<file path="src/rtl/msix_table_pba.sv">
// rtl/msix_table_pba.sv - MSI-X table and pending bit array with interrupt issue engine
module msix_table_pba #(
    parameter int                NUM_VECTORS  = 16,
    parameter int                ADDR_W       = 12,
    parameter logic [ADDR_W-1:0] TABLE_OFFSET = 12'h000,
    parameter logic [ADDR_W-1:0] PBA_OFFSET   = 12'h800,
    localparam int               VEC_W        = (NUM_VECTORS > 1) ? $clog2(NUM_VECTORS) : 1
) (
    input  logic              clk_pcie,
    input  logic              rst,
    input  logic              wr_valid,
    input  logic [ADDR_W-1:0] wr_addr,
    input  logic [31:0]       wr_data,
    input  logic [3:0]        wr_be,
    input  logic              rd_req_valid,
    output logic              rd_req_ready,
    input  logic [ADDR_W-1:0] rd_addr,
    output logic              rd_cpl_valid,
    output logic [31:0]       rd_cpl_data,
    input  logic              rd_cpl_ready,
    input  logic              msix_enable,
    input  logic              function_mask,
    input  logic              irq_valid,
    input  logic [VEC_W-1:0]  irq_vector,
    output logic              irq_ready,
    output logic              msg_valid,
    output logic [63:0]       msg_addr,
    output logic [31:0]       msg_data,
    input  logic              msg_ready,
    output logic [NUM_VECTORS-1:0] pba
);
    localparam int PBA_DW = (NUM_VECTORS + 31) / 32;

    typedef enum logic [1:0] {S_IDLE, S_EVAL, S_ISSUE} state_t;

    logic [31:0]            addr_lo [NUM_VECTORS];
    logic [31:0]            addr_hi [NUM_VECTORS];
    logic [31:0]            data_q  [NUM_VECTORS];
    logic [NUM_VECTORS-1:0] mask_q;
    logic [NUM_VECTORS-1:0] pba_q;
    logic [63:0]            pba_ext;

    state_t            state, state_nxt;
    logic [VEC_W-1:0]  cur_vec, scan_vec;
    logic              cur_ok;
    logic              latch_irq, latch_scan, do_set, do_issue;

    logic [ADDR_W-1:0] wr_rel, rd_tbl_rel, rd_pba_rel;
    logic              wr_tbl_hit, rd_tbl_hit, rd_pba_hit;
    logic [VEC_W-1:0]  wr_idx, rd_idx;
    logic [31:0]       rd_word;
    logic              unused_bits;

    function automatic logic [31:0] merge(input logic [31:0] old, input logic [31:0] d,
                                          input logic [3:0] be);
        logic [31:0] r;
        r = old;
        for (int b = 0; b < 4; b++)
            if (be[b]) r[8*b +: 8] = d[8*b +: 8];
        return r;
    endfunction

    assign wr_rel     = wr_addr - TABLE_OFFSET;
    assign rd_tbl_rel = rd_addr - TABLE_OFFSET;
    assign rd_pba_rel = rd_addr - PBA_OFFSET;
    assign wr_tbl_hit = (wr_addr >= TABLE_OFFSET) && ((wr_rel >> 4) < ADDR_W'(NUM_VECTORS));
    assign rd_tbl_hit = (rd_addr >= TABLE_OFFSET) && ((rd_tbl_rel >> 4) < ADDR_W'(NUM_VECTORS));
    assign rd_pba_hit = (rd_addr >= PBA_OFFSET) && ((rd_pba_rel >> 2) < ADDR_W'(PBA_DW));
    assign wr_idx     = wr_rel[4 +: VEC_W];
    assign rd_idx     = rd_tbl_rel[4 +: VEC_W];
    assign pba_ext    = 64'(pba_q);
    assign unused_bits = ^{wr_rel[1:0], rd_tbl_rel[1:0], rd_pba_rel[1:0]};

    always_comb begin
        rd_word = 32'h0;
        if (rd_tbl_hit) begin
            case (rd_tbl_rel[3:2])
                2'd0:    rd_word = addr_lo[rd_idx];
                2'd1:    rd_word = addr_hi[rd_idx];
                2'd2:    rd_word = data_q[rd_idx];
                default: rd_word = {31'b0, mask_q[rd_idx]};
            endcase
        end else if (rd_pba_hit) begin
            rd_word = rd_pba_rel[2] ? pba_ext[63:32] : pba_ext[31:0];
        end
    end

    // Table writes; PBA and unmapped writes fall through untouched
    always_ff @(posedge clk_pcie) begin
        if (rst) begin
            for (int n = 0; n < NUM_VECTORS; n++) begin
                addr_lo[n] <= '0;
                addr_hi[n] <= '0;
                data_q[n]  <= '0;
            end
            mask_q <= '1;
        end else if (wr_valid && wr_tbl_hit) begin
            case (wr_rel[3:2])
                2'd0:    addr_lo[wr_idx] <= merge(addr_lo[wr_idx], wr_data, wr_be) & 32'hFFFF_FFFC;
                2'd1:    addr_hi[wr_idx] <= merge(addr_hi[wr_idx], wr_data, wr_be);
                2'd2:    data_q[wr_idx]  <= merge(data_q[wr_idx], wr_data, wr_be);
                default: if (wr_be[0]) mask_q[wr_idx] <= wr_data[0];
            endcase
        end
    end

    assign rd_req_ready = !rd_cpl_valid;

    always_ff @(posedge clk_pcie) begin
        if (rst) begin
            rd_cpl_valid <= 1'b0;
            rd_cpl_data  <= '0;
        end else if (rd_req_valid && rd_req_ready) begin
            rd_cpl_valid <= 1'b1;
            rd_cpl_data  <= rd_word;
        end else if (rd_cpl_valid && rd_cpl_ready) begin
            rd_cpl_valid <= 1'b0;
        end
    end

    always_comb begin
        scan_vec = '0;
        for (int n = NUM_VECTORS - 1; n >= 0; n--)
            if (pba_q[n] && !mask_q[n]) scan_vec = VEC_W'(n);
    end

    assign cur_ok = (32'(cur_vec) < NUM_VECTORS);

    always_ff @(posedge clk_pcie) begin
        if (rst) state <= S_IDLE;
        else     state <= state_nxt;
    end

    always_comb begin
        state_nxt  = state;
        irq_ready  = 1'b0;
        latch_irq  = 1'b0;
        latch_scan = 1'b0;
        do_set     = 1'b0;
        do_issue   = 1'b0;
        case (state)
            S_IDLE: begin
                irq_ready = !rst;
                if (irq_valid) begin
                    latch_irq = 1'b1;
                    state_nxt = S_EVAL;
                end else if (msix_enable && !function_mask && |(pba_q & ~mask_q)) begin
                    latch_scan = 1'b1;
                    state_nxt  = S_EVAL;
                end
            end
            S_EVAL: begin
                state_nxt = S_IDLE;
                if (msix_enable && cur_ok) begin
                    if (function_mask || mask_q[cur_vec]) begin
                        do_set = 1'b1;
                    end else begin
                        do_issue  = 1'b1;
                        state_nxt = S_ISSUE;
                    end
                end
            end
            S_ISSUE: if (msg_ready) state_nxt = S_IDLE;
            default: state_nxt = S_IDLE;
        endcase
    end

    // Payload is snapshotted at evaluation so later table writes cannot disturb it
    always_ff @(posedge clk_pcie) begin
        if (rst) begin
            cur_vec   <= '0;
            pba_q     <= '0;
            msg_valid <= 1'b0;
            msg_addr  <= '0;
            msg_data  <= '0;
        end else begin
            if (latch_irq)       cur_vec <= irq_vector;
            else if (latch_scan) cur_vec <= scan_vec;
            if (do_set) pba_q[cur_vec] <= 1'b1;
            if (do_issue) begin
                pba_q[cur_vec] <= 1'b0;
                msg_valid      <= 1'b1;
                msg_addr       <= {addr_hi[cur_vec], addr_lo[cur_vec]};
                msg_data       <= data_q[cur_vec];
            end else if (msg_valid && msg_ready) begin
                msg_valid <= 1'b0;
            end
        end
    end

    assign pba = pba_q;
endmodule

</file>
<file path="config.mk">
export PLATFORM = sky130hd
export DESIGN_NAME = msix_table_pba
export DESIGN_NICKNAME = d
export VERILOG_FILES = /design/src/rtl/msix_table_pba.sv
export SDC_FILE = /design/constraint.sdc
export NUM_CORES = 2
export LEC_CHECK = 0
export ABC_CLOCK_PERIOD_IN_PS = 3000
export BUFFER_PORTS_ARGS = -buffer_cell sky130_fd_sc_hd__buf_4
export CORE_ASPECT_RATIO = 1.4
export CORE_MARGIN = 2
export CORE_UTILIZATION = 37
export CTS_CLUSTER_SIZE = 16
export DETAILED_ROUTE_END_ITERATION = 12
export GPL_ROUTABILITY_DRIVEN = 0
export PLACE_DENSITY = 0.59
export SLEW_MARGIN = 20
export SYNTH_ARGS = -nofsm -noshare
export SYNTH_HDL_FRONTEND = slang
export SYNTH_SLANG_ARGS = --single-unit
export TNS_END_PERCENT = 50
</file>
<file path="constraint.sdc">
create_clock -name clk_pcie -period 3 [get_ports clk_pcie]
set_input_delay 0.6 -clock clk_pcie [delete_from_list [all_inputs] [get_ports clk_pcie]]
set_output_delay 0.6 -clock clk_pcie [all_outputs]
set_load 0.005 [all_outputs]
</file>
# [Word level (Yosys, flattened, before mapping)]
# Memories as Yosys holds them, arrays and structs flattened. A register that Yosys moved wholly into a read port is not among the register bits.
# Cells that the tools add are included.
[totals] regBits=136 latch_bits=0 ramBits=1504 rom_bits=0 out_inout_bits=148 elab_cells=248 memories=3
[classes] n_addsub=1 multipliers=0 div_mod_pow=0 order_cmp=11 n_eq_ne=20 shifts=0 mux=127 bitwise=6 n_reduce_logical=72
[mem_list] memory="addr_hi" depth=16 word_bits=32 rd=2 rd_clocked_by_memory_dff=1 write_ports=16 line_no="37" source="logic [31:0] addr_hi [NUM_VECTORS];"
[mem_list] memory="data_q" depth=16 word_bits=32 rd=2 rd_clocked_by_memory_dff=1 write_ports=16 line_no="38" source="logic [31:0] data_q [NUM_VECTORS];"
[mem_list] memory="addr_lo" depth=16 word_bits=30 rd=2 rd_clocked_by_memory_dff=1 write_ports=16 line_no="36" source="logic [31:0] addr_lo [NUM_VECTORS];"
[op_table] cell="8-bit 2-to-1 mux" n=48
[op_table] cell="32-bit 2-to-1 mux" n=3
[op_table] cell="4-bit 2-to-1 mux" n=24
[op_table] cell="32-bit one-hot mux with 3 select lines" n=1
[op_table] cell="16-bit 2-to-1 mux" n=5
[op_table] cell="32-bit OR reduction" n=2
[op_table] cell="4-bit != test, second input constant" n=12
[op_table] cell="1-bit 2-to-1 mux" n=34
[op_table] cell="16-bit AND" n=2
[op_table] cell="16-bit inverter" n=2
[op_table] cell="30-bit 2-to-1 mux" n=1
[op_table] cell="30-bit OR reduction" n=1
[op_table] cell="1-bit logical AND" n=27
[op_table] cell="2-bit AND reduction" n=13
[op_table] cell="12-bit by 1-bit >= comparator with 1-bit output, second input constant" n=2
[op_table] cell="1-bit logical NOT" n=19
[op_table] cell="16-bit bitwise mux" n=1
[op_table] cell="8-bit by 5-bit less-than comparator with 1-bit output, second input constant" n=2
[op_table] cell="16-bit OR" n=1
[op_table] cell="16-bit OR reduction" n=1
[op_table] cell="4-bit by 5-bit less-than comparator with 1-bit output, second input constant" n=3
[op_table] cell="12-bit >= comparator, second input constant" n=1
[op_table] cell="12-bit subtractor, second input constant" n=1
[op_table] cell="10-bit by 1-bit less-than comparator with 1-bit output, second input constant" n=1
[op_table] cell="other kinds (15)" n=30

# [Depth between registers and ports, before layout]
[depth] ltp_word=20 mapped_depth=11 ltp_nobuf=6

# [Worst setup path after synthesis]
# No wires, ideal clock.
[synth_path] path_kind="in2reg" from="input port rst" to="memory addr_lo[10][22] in the netlist's numbering, enable pin" setup_ps=326 arrival_time_ps=2666 t_required_ps=2674 slack_ps=9 path_stages=9 n_path_buf=5 path_cell_list="clkbuf_1 or4_1 clkbuf_1 nor3_1 and2_1 clkbuf_1 clkbuf_1 clkbuf_1 a21o_1"
[synth_lines] item="start: declaration" line_no="10" source="input logic rst,"
[synth_lines] item="end: declaration" line_no="36"

# [Final worst setup path]
[layout_path] from="register cur_vec[0]" to="register msg_addr[62] (read register of addr_hi)"
[layout_via] elab_chain_cells=6
[layout_rtl] item="start: declaration" line_no="44" source="logic [VEC_W-1:0] cur_vec, scan_vec;"
[layout_rtl] item="start signal: assignment" line_no="177" source="if (latch_irq) cur_vec <= irq_vector;"
[layout_rtl] item="start signal: assignment" line_no="178" source="else if (latch_scan) cur_vec <= scan_vec;"
[layout_rtl] item="1-bit binary-select mux with 4-bit select" line_no="155" source="if (function_mask || mask_q[cur_vec]) begin"
[layout_rtl] item="1-bit 2-to-1 mux (not written as such)" line_no="155"
[layout_rtl] item="1-bit logical OR" line_no="155"
[layout_rtl] item="1-bit 2-to-1 mux" line_no="155"
[layout_rtl] item="1-bit 2-to-1 mux" line_no="154" source="if (msix_enable && cur_ok) begin"
[layout_rtl] item="1-bit 2-to-1 mux" line_no="141" source="case (state)"
[layout_rtl] item="end: declaration" line_no="27" source="output logic [63:0] msg_addr,"
# Parallel ways exist; a longest one is shown, timed or not. The select of a mux whose other input is x is not followed.
# A chain may end at the register's enable or synchronous reset.

==> key figures <==
Worst setup path
  – Top delay family on crit path: multiplexers
  – Slowest cell delay on critical path: 0.58 ns
  – Crit-path max FO: 33
  – Critical path cell sequence: mux4_2 > mux4_2 > or2_1 > nor2_4 > buf_12 > nand2_1 > a21oi_1
  – Worst setup SP type: flip-flop
  – Slowest cell on crit path: mux4_2
  – Critical Path RT: 3.77 ns
  – Path length in cells of the critical path: 7
  – Worst reg2reg path depth: 7
  – Cell mode on critical path: mux4_2
  – Setup CP Type: reg -> reg
  – Critical path buffers and inverters: 1
  – WP data arrival: 3.77 ns
  – Setup crit end kind: flip-flop

STA
  – Fin crit share: 100%
  – Slew margin rel.: 45.3%
  – Fin crit period: 3.01 ns
  – RSZ-0062 raised after global routing: yes
  – Worst setup margin: -0.00570 ns
  – Final setup fails: 1
  – Measured slew at the worst slew-check pin: 0.821 ns
  – FMAX: 333 MHz
  – Skew final: 0.0446 ns
  – Final Hold Fails: 0
  – Slew Viols, Final: 0

CTS
  – CTS buffer count: 183
  – H-tree levels: 4
  – Clock Path Buffers: 4
  – CTS tree: done
  – Clock Latency Late Sink: 0.88 ns
  – CTS root buffer: clkbuf_16
  – Clk sinks: 1670
  – Post-CTS setup buffers: 0
  – Worst-path clk slew: 0.06 ns

Final layout
  – Post-route insts no fill: 10030
  – Filler instances: 21177
  – Layout cell share with drive strength beyond 1: 30.8%
  – Fin area: 105000 sq um
  – Synth-to-layout area growth: 19.4%
  – # nets final: 6854

Power
  – IR drop worst, VDD: 0.000437 V
  – Pwr Total: 0.0565 W
  – Leakage Power: 42.8 nW
  – PD cells: 537 nW/um^2

Yosys
  – Count of synthesis-stage warnings from yosys: 0
  – Top FF cell, synth: edfxtp_1
  – Distinct cells, synth: 62
  – Most common cell in the netlist: and3_1
  – Asr flop ratio synth: 0%
  – Syn Inst Count: 6352
  – Post-synth top area cell: edfxtp_1
  – Synth Register Bits: 1670
  – Synth top cells by count: and3_1, edfxtp_1, mux4_2
  – Share of the synthesized area in the top cell type: 51.2%
  – Post-synth EDFFs: 1504
  – Post-synthesis sequential area ratio: 55.0%
  – Synth Cell Area: 88200 sq um
  – Syn_area_per_cell: 13.9 sq um
  – Synth top area cells: edfxtp_1, mux4_2, and3_1

Place
  – Port bufs: 214
  – Placed Cells: 9697
  – DP Area: 99600 sq um
  – Post-DP HPWL: 222000 um

Detailed routing
  – Via density: 6.20
  – Initial DRC Count: 7205
  – Routed length per instance: 31.6 um
  – # DRC: 0
  – Final antenna-violating net count: 0
  – Final WL: 317000 um
  – Drt first pass iters: 6
  – Via count: 62138

Global route
  – Gr usage total: 25.7%
  – Largest net degree at the start of global routing: 94
  – GRT Residual Overflow: 0
  – Antenna violations before repair: 22
  – First-pass GRT wire length: 453000 um
  – Vias in the first global route: 63244

Floorplanning
  – Die H: 582 um
  – Row count: 212
  – Die W: 417 um
  – # IOs: 221
  – Starting Density: 37.1%
  – Core area: 238000 sq um
  – Die area: 242000 sq um

Run
  – Max Cap Violations: 0

Outcome
  – Status: finished with violations
  – Failing checks: setup timing

Hold path
  – Hold depth: 3
  – Worst min path class: in -> reg
[layout make-up]
cell class / instances / area (sq um) / share of cell area [%]
inverters: 10 / 37.5 / 0.0356
multi-input cells: 3816 / 36500 / 34.6
clock buffers: 255 / 5070 / 4.81
diodes: 6 / 15.0 / 0.0143
clock inverters: 70 / 647 / 0.614
repair buffers: 1100 / 10700 / 10.2
flip-flops and latches: 1670 / 48500 / 46.0
well taps: 3103 / 3880 / 3.69
[stage by stage]
stage               setup slack, ns  hold slack (ns)  setup TNS (ns)  util, %
floorplan                   0.00855            0.453               0        -
global placement             -0.128            0.450          -32.07     41.9
detailed placement           -0.105            0.447          -15.20     41.9
CTS                          0.0175          0.00679               0     44.3
global route                -0.0242           0.0854         -0.0736     44.3
finish                     -0.00570           0.0490        -0.00570     44.3
[routing by layer]
| layer | vias up | wire length [um] | track usage, % |
|---|---|---|---|
| met1 | 31937 | 111000 | 29.8 |
| met2 | 3239 | 160000 | 44.6 |
| li1 | 26113 | - | - |
| met4 | 16 | 21300 | 15.2 |
| met5 | - | 149 | 0.259 |
| met3 | 833 | 24700 | 4.25 |
[worst min-delay path: cells and delay by family]
kind | cells | cell delay [ns]
AO/OA/AOI/OAI | 1 | 0.06
buffers and inverters | 1 | 0.09
AND/OR/NAND/NOR | 1 | 0.11
[cell usage in the layout, fill, tap and decap left out, types with 7 or more instances in the layout]
master,netlist,final
nor2b_1,30,27
nand3_1,32,32
o22ai_1,105,105
dfxtp_1,166,162
clkbuf_8,0,15
o221ai_1,7,7
nor2_1,71,61
mux2i_1,362,362
o21ai_0,50,50
and3_1,1509,1509
inv_1,9,9
and2_4,0,9
a21oi_1,148,148
o211a_1,7,7
a21boi_0,16,16
a211oi_1,20,20
a311oi_1,8,8
mux2_2,20,20
nand2_1,259,256
nand4_1,14,14
buf_4,3,902
nand2b_1,19,19
clkinv_2,0,28
edfxtp_1,1504,1504
o2111ai_1,10,10
clkbuf_16,0,186
clkinv_1,1,17
buf_12,0,192
mux4_2,707,707
nor2_4,1,10
clkbuf_1,697,52
nor4_1,21,18
a21o_1,198,198
a311o_1,16,16
nor3_1,48,42
bufinv_16,0,10
a22oi_1,60,60
[final timing paths]
path                                to  slack (ns)                     start
max reg2reg  msg_addr[62]$_SDFFE_PP0P_      -0.006   cur_vec[0]$_SDFFE_PP0P_
max          msg_addr[62]$_SDFFE_PP0P_      -0.006   cur_vec[0]$_SDFFE_PP0P_
min reg2reg   msg_addr[9]$_SDFFE_PP0P_        0.45  msg_addr[9]$_SDFFE_PP0P_
min            cur_vec[2]$_SDFFE_PP0P_        0.05             irq_vector[2]
[registers in the layout (all words and copies together) (netlist names)]
register and cells:
rd_cpl_data 32, data_q 512, addr_hi 512, state 2, msg_valid 1, cur_vec 4, mask_q 16, msg_addr 62
msg_data 32, rd_cpl_valid 1, pba 16, addr_lo 480
[logic make-up (layout without fill, tap and decap cells)]
family / after synthesis / in the layout / synth area share [%]
buffers and inverters: 867 / 1435 / 3.88
AND/OR/NAND/NOR: 2042 / 2042 / 13.5
flip-flops: 1670 / 1670 / 55.0
multiplexers: 1089 / 1089 / 22.4
other: 1 / 8 / 0.00425
AO/OA/AOI/OAI: 683 / 683 / 5.25
[power by group]
part	switching, W	leakage [nW]	internal (W)
Sequential	0.000592	15.6	0.0264
Combinational	0.00400	24.4	0.00328
Clock	0.00966	2.81	0.0127
Total	0.0142	42.8	0.0423
[repair_timing]
item	in CTS	in global routing
resized for setup	1	1
endpoints found under the hold margin	3	0
cloned	0	0
hold buffers	2	0
setup endpoints to repair	1	5
(Power assumes the default switching activity.)
